--- src/rtl/cm_link_rx.sv ---
// cm_link_rx: synchronises the Xmega strobe, assembles CM beats into words and buffers them in a FIFO
module cm_link_rx #(
  parameter int DATA_W  = 8,
  parameter int BEATS   = 2,
  parameter int DEPTH   = 16,
  parameter int TIMEOUT = 1024
) (
  input  logic                         CLK_50,
  input  logic                         RST_n,
  input  logic [DATA_W-1:0]            CM,
  input  logic                         CLK_inter,
  output logic [DATA_W*BEATS-1:0]      word_out,
  output logic                         word_valid,
  input  logic                         word_ready,
  output logic [$clog2(DEPTH):0]       fifo_level,
  output logic                         overflow,
  output logic                         frame_err,
  input  logic                         clr_flags
);
  localparam int W  = DATA_W * BEATS;
  localparam int AW = $clog2(DEPTH);
  localparam int CW = $clog2(BEATS) + 1;
  localparam int TW = $clog2(TIMEOUT + 1);
  logic [2:0]             s_q, s_d;
  logic [1:0][DATA_W-1:0] d_q, d_d;
  logic [CW-1:0]          beat_cnt_q, beat_cnt_d;
  logic [W-1:0]           asm_q, asm_d;
  logic [TW-1:0]          tmo_q, tmo_d;
  logic [W-1:0]           mem_q [DEPTH];
  logic [W-1:0]           mem_d [DEPTH];
  logic [AW:0]            wr_q, wr_d, rd_q, rd_d;
  logic                   ov_q, ov_d, fe_q, fe_d;
  logic                   strobe, last, push, fire, full, empty, pop, drop;
  logic [W-1:0]           push_word;
  always_comb begin
    s_d        = {s_q[1:0], CLK_inter};
    d_d        = {d_q[0], CM};
    strobe     = s_q[1] & ~s_q[2];
    last       = beat_cnt_q == CW'(BEATS - 1);
    push       = strobe & last;
    fire       = ~strobe & (beat_cnt_q != '0) & (tmo_q == TW'(TIMEOUT - 1));
    empty      = wr_q == rd_q;
    full       = (wr_q ^ rd_q) == {1'b1, {AW{1'b0}}};
    pop        = word_ready & ~empty;
    drop       = push & full & ~pop;
    push_word  = asm_q;
    push_word[W-1 -: DATA_W] = d_q[1];
    asm_d      = fire ? '0 : asm_q;
    if (strobe & ~last) asm_d[int'(beat_cnt_q)*DATA_W +: DATA_W] = d_q[1];
    beat_cnt_d = fire ? '0 : strobe ? (last ? '0 : beat_cnt_q + CW'(1)) : beat_cnt_q;
    tmo_d      = (strobe | fire | beat_cnt_q == '0) ? '0 : tmo_q + TW'(1);
    mem_d      = mem_q;
    if (push & ~drop) mem_d[wr_q[AW-1:0]] = push_word;
    wr_d       = wr_q + {{AW{1'b0}}, push & ~drop};
    rd_d       = rd_q + {{AW{1'b0}}, pop};
    ov_d       = drop | (ov_q & ~clr_flags);
    fe_d       = fire | (fe_q & ~clr_flags);
  end
  always_ff @(posedge CLK_50 or negedge RST_n) begin
    if (!RST_n) begin
      s_q        <= '0;
      d_q        <= '0;
      beat_cnt_q <= '0;
      asm_q      <= '0;
      tmo_q      <= '0;
      mem_q      <= '{default: '0};
      wr_q       <= '0;
      rd_q       <= '0;
      ov_q       <= 1'b0;
      fe_q       <= 1'b0;
    end else begin
      s_q        <= s_d;
      d_q        <= d_d;
      beat_cnt_q <= beat_cnt_d;
      asm_q      <= asm_d;
      tmo_q      <= tmo_d;
      mem_q      <= mem_d;
      wr_q       <= wr_d;
      rd_q       <= rd_d;
      ov_q       <= ov_d;
      fe_q       <= fe_d;
    end
  end
  assign word_out   = mem_q[rd_q[AW-1:0]];
  assign word_valid = ~empty;
  assign fifo_level = wr_q - rd_q;
  assign overflow   = ov_q;
  assign frame_err  = fe_q;
endmodule

--- config.mk ---
export PLATFORM = sky130hd
export DESIGN_NAME = cm_link_rx
export DESIGN_NICKNAME = d
export VERILOG_FILES = /design/src/rtl/cm_link_rx.sv
export SDC_FILE = /design/constraint.sdc
export NUM_CORES = 1
export LEC_CHECK = 0
export ABC_CLOCK_PERIOD_IN_PS = 4040
export BUFFER_PORTS_ARGS = -buffer_cell sky130_fd_sc_hd__buf_4
export CAP_MARGIN = 25
export CORE_MARGIN = 2
export CORE_UTILIZATION = 55
export CTS_BUF_LIST = sky130_fd_sc_hd__clkbuf_8
export CTS_CLUSTER_DIAMETER = 60
export CTS_CLUSTER_SIZE = 24
export DETAILED_ROUTE_END_ITERATION = 10
export PLACE_DENSITY = 0.72
export SYNTH_ARGS = -nofsm -noshare
export SYNTH_HDL_FRONTEND = slang
export SYNTH_SLANG_ARGS = --single-unit
export TNS_END_PERCENT = 10
--- constraint.sdc ---
create_clock -name CLK_50 -period 4.04 [get_ports CLK_50]
set_clock_uncertainty 0.1 [all_clocks]
set_input_delay 0 -clock CLK_50 [delete_from_list [all_inputs] [get_ports CLK_50]]
set_output_delay 0 -clock CLK_50 [all_outputs]
set_load 0.01 [all_outputs]
==> results by group, run 1 <==
Floorplanning
  – Die height: 164.8 µm
  – Core ar.: 25,250 µm²
  – Die area: 27,160 µm²
  – Starting Density: 0.5631
  – DIE WIDTH: 164.8 µm
  – Io pins: 37
  – FP Rows: 58

Drt
  – TritonRoute pass-1 iters: 4
  – Via density: 5.886
  – WL/cell: 23.00 µm
  – Routed WL: 30,150 µm
  – DRC viols: 0
  – Iteration-0 DRC Markers: 542
  – Via count: 7,716
  – Remaining antenna violation count: 0

STA
  – Final setup viols: 0
  – Worst Slack Setup Final: 0.8160 ns
  – Relative slew slack: 0.4241
  – RSZ-0062 raised after global routing: no
  – FMAX: 310.2 MHz
  – Slew of the pin with the lowest slew margin: 0.8638 ns
  – Period utilisation layout: 0.7980
  – Slew Limit Fails: 0
  – Hold Fails Final Rpt: 0
  – Final worst path period need: 3.224 ns
  – Setup TNS: 0 ns

Placed design
  – IO Port Bufs: 36
  – DPL Wire Length: 17,980 µm
  – Place WS: 0.8511 ns
  – Final GP Congestion: 0.7559

Synthesis
  – Sequential fraction of the synthesis area: 0.5420
  – Syn_area_per_cell: 15.59 µm²
  – Cell variety after synth: 47
  – Top FF cell, synth: dfrtp_1
  – Mapped Nets: 939
  – Top cells by area, synth: dfrtp_1, mux2_2, mux2_4, mux4_2, mux2i_1
  – Cells after Synth: 912
  – Synth Cell Area: 14,220 µm²
  – Area share of the largest cell type after synthesis: 0.5420
  – Dominant cell type by area after synthesis: dfrtp_1
  – FF+latch count, synth: 308
  – Ys async rst share: 1.000
  – YS warnings: 0
  – Post-synth EDFFs: 0

Finish
  – Share of post-route cells with drive strength above 1: 0.4465
  – # fillers: 1,906
  – Area grow syn2layout: 10.15%
  – Area of the multi-input gates: 6113 µm²
  – Ant. Diodes: 0
  – Register area: 7714 µm²
  – # nets final: 992

Critical path
  – R2r setup slk: 0.82 ns
  – CP startpoint kind: flip-flop
  – Worst Path Max Fanout: 16
  – Reg2Reg Depth: 8
  – R2r endpoint: mem_q[155]
  – Kind of critical path: reg -> reg
  – Critical register-to-register path startpoint: wr_q[0]
  – Element type at the critical path end: flip-flop
  – WP data required: 4.40 ns
  – Arrival @ worst endpoint: 3.58 ns

Clocking
  – Clock slew at reported path FFs: 0.13 ns
  – CTS tree: yes
  – Cts repair resizes: 0
  – CTS H-tree depth: 1
  – Max clock buf depth: 3
  – Sink Count: 308
  – Num CTS Buffers: 23
  – CTS root buf: clkbuf_8
  – Setup bufs post-CTS: 0
  – Hold_buf cts: 23
  – Clock Latency Late Sink: 0.58 ns

Global route
  – Antenna violations before repair: 1
  – Vias in the first global route: 8,244
  – First-pass GRT wire length: 48,270 µm
  – Tot GR Track Use: 0.2353
  – Total global routing overflow: 0
  – Pin count of the biggest net entering global routing: 90

Power
  – Maximum VDD drop: 0.0004093 V
  – Leak: 0.007406 µW
  – Power Density: 586.6 nW/µm²

Min path
  – Hold path endpoint: frame_err
  – Hold path cells: 4
  – Worst Hold Class: in -> reg
  – Hold Startpoint: clr_flags

Status
  – Status: finished, final reports clean

Flow run
  – Max Cap Viol: 0
cell families (layout without fill, tap and decap cells):
| logic type | Yosys count | after routing | synth area share |
|---|---|---|---|
| buffers and inverters | 83 | 152 | 0.03141 |
| XOR/XNOR | 17 | 17 | 0.01100 |
| multiplexers | 352 | 352 | 0.3337 |
| AND/OR/NAND/NOR | 69 | 69 | 0.03537 |
| flip-flops | 308 | 308 | 0.5420 |
| AO/OA/AOI/OAI | 69 | 69 | 0.03370 |
| adder cells (fa/ha/maj) | 14 | 14 | 0.01285 |
worst max path at each step:
stage	slack, ns	cells past startpoint	from	endpoint
2_1_floorplan	0.87	12	rd_q[1]	wr_q[4]
3_3_place_gp	0.94	8	wr_q[0]	mem_q[155]
3_5_place_dp	0.85	8	wr_q[0]	mem_q[155]
4_1_cts	0.82	8	wr_q[0]	mem_q[153]
5_1_grt	0.64	10	wr_q[0]	wr_q[4]
6_report	0.82	8	wr_q[0]	mem_q[155]
state kept, by name, summed over array words and instances (netlist names):
| signal | flops |
|---|---|
| tmo_q | 11 |
| overflow | 1 |
| beat_cnt_q | 2 |
| rd_q | 5 |
| asm_q | 8 |
| wr_q | 5 |
| d_d | 8 |
| frame_err | 1 |
| d_q | 8 |
| mem_q | 256 |
| s_q | 3 |
placed cells by master, fill, tap and decap left out, types with 8 or more instances in the layout:
cell type and instances:
mux2_2 175, dfrtp_1 305, mux2i_1 48, mux4_2 48
dlygate4sd3_1 23, buf_4 68, mux2_4 80, inv_1 17
o21ai_0 33, a22o_1 8, nand3_1 8, nor3_4 10
nor2_1 14, ha_1 13, clkbuf_8 23, xnor2_1 12
nand2_1 10, a221oi_1 16
layer usage:
layer,GRT usage,vias up,share of wire,wire (µm)
li1,-,3441,-,-
met1,0.3403,4085,0.45,13590
met2,0.3855,143,0.48,14370
met3,0.03415,47,0.051,1552
met4,0.04704,0,0.021,641
met5,0,-,0,0
cell type report:
| class | instances | area share |
|---|---|---|
| inverter | 16 | 0.003834 |
| multi-input combinational | 521 | 0.3903 |
| tap | 330 | 0.02636 |
| sequential | 308 | 0.4925 |
| clock buffer | 23 | 0.02021 |
| clock inverter | 18 | 0.01510 |
| timing repair buffer | 95 | 0.05176 |
critical path, cell delays in order (launching register included):
cell and delay (ns):
dfrtp_1 0.62, inv_1 0.12, ha_1 0.31, nand4_1 0.19, o311ai_4 0.75, buf_4 0.32
nor3_4 0.06, buf_4 0.26, mux2_4 0.34
synthesized netlist by cell type, types with 8 or more instances:
master	n
xnor2_1	12
a22o_1	8
o21ai_0	33
buf_6	13
nand2_1	10
mux2_4	80
nor2_1	14
dfrtp_1	308
mux2_2	175
a221oi_1	16
nor3_4	8
mux4_2	48
buf_2	14
clkbuf_1	36
ha_1	13
nand3_1	8
inv_1	16
mux2i_1	48
metrics by stage:
step	util	area [µm²]	std cells	hold WS (ns)	total power, µW
4_1_cts	0.6196	15650	1310	0.1133	9277
5_1_grt	0.6202	15660	1311	0.1578	9697
3_3_place_gp	0.5883	14860	1245	0.01038	7292
2_1_floorplan	-	14220	912	-0.3956	6268
3_5_place_dp	0.5886	14870	1246	0.01032	7365
6_report	0.6202	15660	1311	0.1617	9189
power breakdown:
part | leakage, µW | internal [µW] | switching, µW
clock network | 0.000274 | 745 | 1160
registers | 0.00417 | 3670 | 548
logic | 0.00296 | 1560 | 1520
No activity file was read; power rests on OpenSTA's default activity.
==> run 2, diff against run 1 <==
ABC_CLOCK_PERIOD_IN_PS = 2800   (was 4040)
PLACE_DENSITY = 0.74   (was 0.72)
clock period = 2.8 ns   (was 4.04 ns; I/O delays follow)
==> results by group, run 2 (same netlist as run 1, synthesis figures left out) <==
Status
  – Status: finished, final reports clean

Clocking
  – Max clock buf depth: 3 (unchanged)
  – CTS H-tree depth: 1 (unchanged)
  – CTS tree: yes
  – Num CTS Buffers: 27 (+17%)
  – CTS root buf: clkbuf_8
  – Clock Latency Late Sink: 0.58 ns (about the same)
  – Clock slew at reported path FFs: 0.10 ns (-0.03 ns)
  – Sink Count: 308 (unchanged)

Drt
  – TritonRoute pass-1 iters: 4 (unchanged)
  – WL/cell: 23.88 µm (+3.8%)
  – Via count: 7,962 (+3.2%)
  – Remaining antenna violation count: 0 (unchanged)
  – Iteration-0 DRC Markers: 566 (+4.4%)
  – DRC viols: 0 (unchanged)
  – Routed WL: 31,860 µm (+5.7%)
  – Via density: 5.969 (+1.4%)

Finish
  – Biggest regs: mem_q (256), tmo_q (11)
  – Commonest cells after routing, fill and taps aside: dfrtp_1, mux2_2, mux2_4, buf_4
  – Commonest non-fill, non-tap cell in the layout: dfrtp_1
  – Ant. Diodes: 0 (unchanged)
  – Non-filler cells, final: 1,334 (+1.8%)
  – Final Core Density: 0.6369 (+0.01670)
  – Top reg by flops: mem_q
  – Area grow syn2layout: 13.12%
  – # nets final: 1,012 (+2.0%)
  – Share of post-route cells with drive strength above 1: 0.4641 (+0.01766)
  – Max reg flops: 256 (unchanged)

STA
  – Relative slew slack: 0.5582 (+0.1341)
  – Slew of the pin with the lowest slew margin: 0.6627 ns (-0.2012 ns)
  – FMAX: 365.4 MHz
  – Worst Slack Setup Final: 0.06296 ns (-0.7530 ns)
  – RSZ-0062 raised after global routing: no
  – Period utilisation layout: 0.9775
  – Slew Limit Fails: 0 (unchanged)
  – Final setup viols: 0 (unchanged)
  – Hold Fails Final Rpt: 0 (unchanged)
  – Final worst path period need: 2.737 ns

Floorplanning
  – Die area: 27,160 µm² (unchanged)
  – FP Rows: 58 (unchanged)
  – Die height: 164.8 µm (unchanged)
  – Starting Density: 0.5631 (unchanged)
  – Core ar.: 25,250 µm² (unchanged)
  – DIE WIDTH: 164.8 µm (unchanged)
  – Io pins: 37 (unchanged)

Critical path
  – WP data required: 2.70 ns (-1.70 ns)
  – Worst Path Max Fanout: 20 (+4)
  – Reg2Reg Depth: 7 (-1)
  – CP startpoint kind: flip-flop
  – Element type at the critical path end: output pin
  – Arrival @ worst endpoint: 2.64 ns (-0.94 ns)
  – Kind of critical path: reg -> out

Placed design
  – Place WS: 0.09382 ns (-0.7573 ns)
  – DPL Wire Length: 19,440 µm (+8.1%)
  – DP Cell Count: 1,261 (+1.2%)
  – IO Port Bufs: 36 (unchanged)
  – Final GP Congestion: 0.7745 (+2.5%)

Global route
  – Tot GR Track Use: 0.2439 (+0.008673)
  – Antenna violations before repair: 0 (-1)
  – Vias in the first global route: 8,367 (+1.5%)
  – First-pass GRT wire length: 49,730 µm (+3.0%)
  – Total global routing overflow: 0 (unchanged)
  – Pin count of the biggest net entering global routing: 82 (-8.9%)

Min path
  – Hold path cells: 4 (unchanged)
  – Worst Hold Class: in -> reg

Power
  – Maximum VDD drop: 0.0005398 V (+32%)
  – Power Density: 885.2 nW/µm² (+51%)
  – Leak: 0.007612 µW (+2.8%)

Flow run
  – Max Cap Viol: 0 (unchanged)
[run 2: final cells by class]
cell class | count | area (µm²)
Multi-Input combinational cell | 521 | 6136
Inverter | 16 | 60.06
Timing Repair Buffer | 111 | 1074
Clock inverter | 17 | 262.8
Fill cell | 1829 | 9169
Clock buffer | 31 | 426.7
Tap cell | 330 | 412.9
Sequential cell | 308 | 7714
[run 2: worst max-delay path: stages (launching register included)]
cell	delay, ns
dfrtp_2	0.37
buf_4	0.32
buf_8	0.29
mux4_2	0.34
o21ai_0	0.26
o21ai_0	0.25
buf_4	0.21
[run 2: report_power, final]
group	switching [µW]	leakage, µW	total, µW	internal, µW
clock network	1630	0.000341	3170	1540
registers	746	0.00417	6040	5290
logic	2550	0.00310	5030	2480
[run 2: through the flow]
step                power, µW  setup TNS, ns  instance area, µm²  hold WS (ns)
detailed placement      10950              0               15070      -0.05606
CTS                     14290              0               16030        0.2053
global route            14980              0               16090        0.2415
floorplan                9142        -0.4592               14290       -0.3956
global placement        10840              0               15070      -0.05432
finish                  14240              0               16090        0.2443
[run 2: final timing paths]
check | startpoint | endpoint | slack, ns
max | rd_q[1] | word_out[15] | 0.06
min | clr_flags | frame_err | 0.24
max reg2reg | rd_q[0] | mem_q[49] | 0.09
min reg2reg | d_d[12] | d_q[12] | 0.25
max in group asynchronous | RST_n | mem_q[50] | 1.31
min in group asynchronous | RST_n | mem_q[105] | 0.43
[run 2: metal layers]
| layer | GRT usage | share of wire | up-vias |
|---|---|---|---|
| li1 | - | - | 3480 |
| met1 | 0.3563 | 0.46 | 4288 |
| met2 | 0.3886 | 0.48 | 156 |
| met3 | 0.04219 | 0.045 | 38 |
| met4 | 0.05257 | 0.018 | 0 |
| met5 | 0 | 0 | - |
[run 2: timing repair]
| action | 4_1_cts | 5_1_grt |
|---|---|---|
| gates cloned | 1 | 1 |
| endpoints found under the hold margin | 323 | 0 |
| setup endpoints to repair | 11 | 14 |
| resized for setup | 4 | 7 |
| pin swaps | 0 | 1 |
| setup buffers | 0 | 1 |
| hold buffers | 22 | 0 |
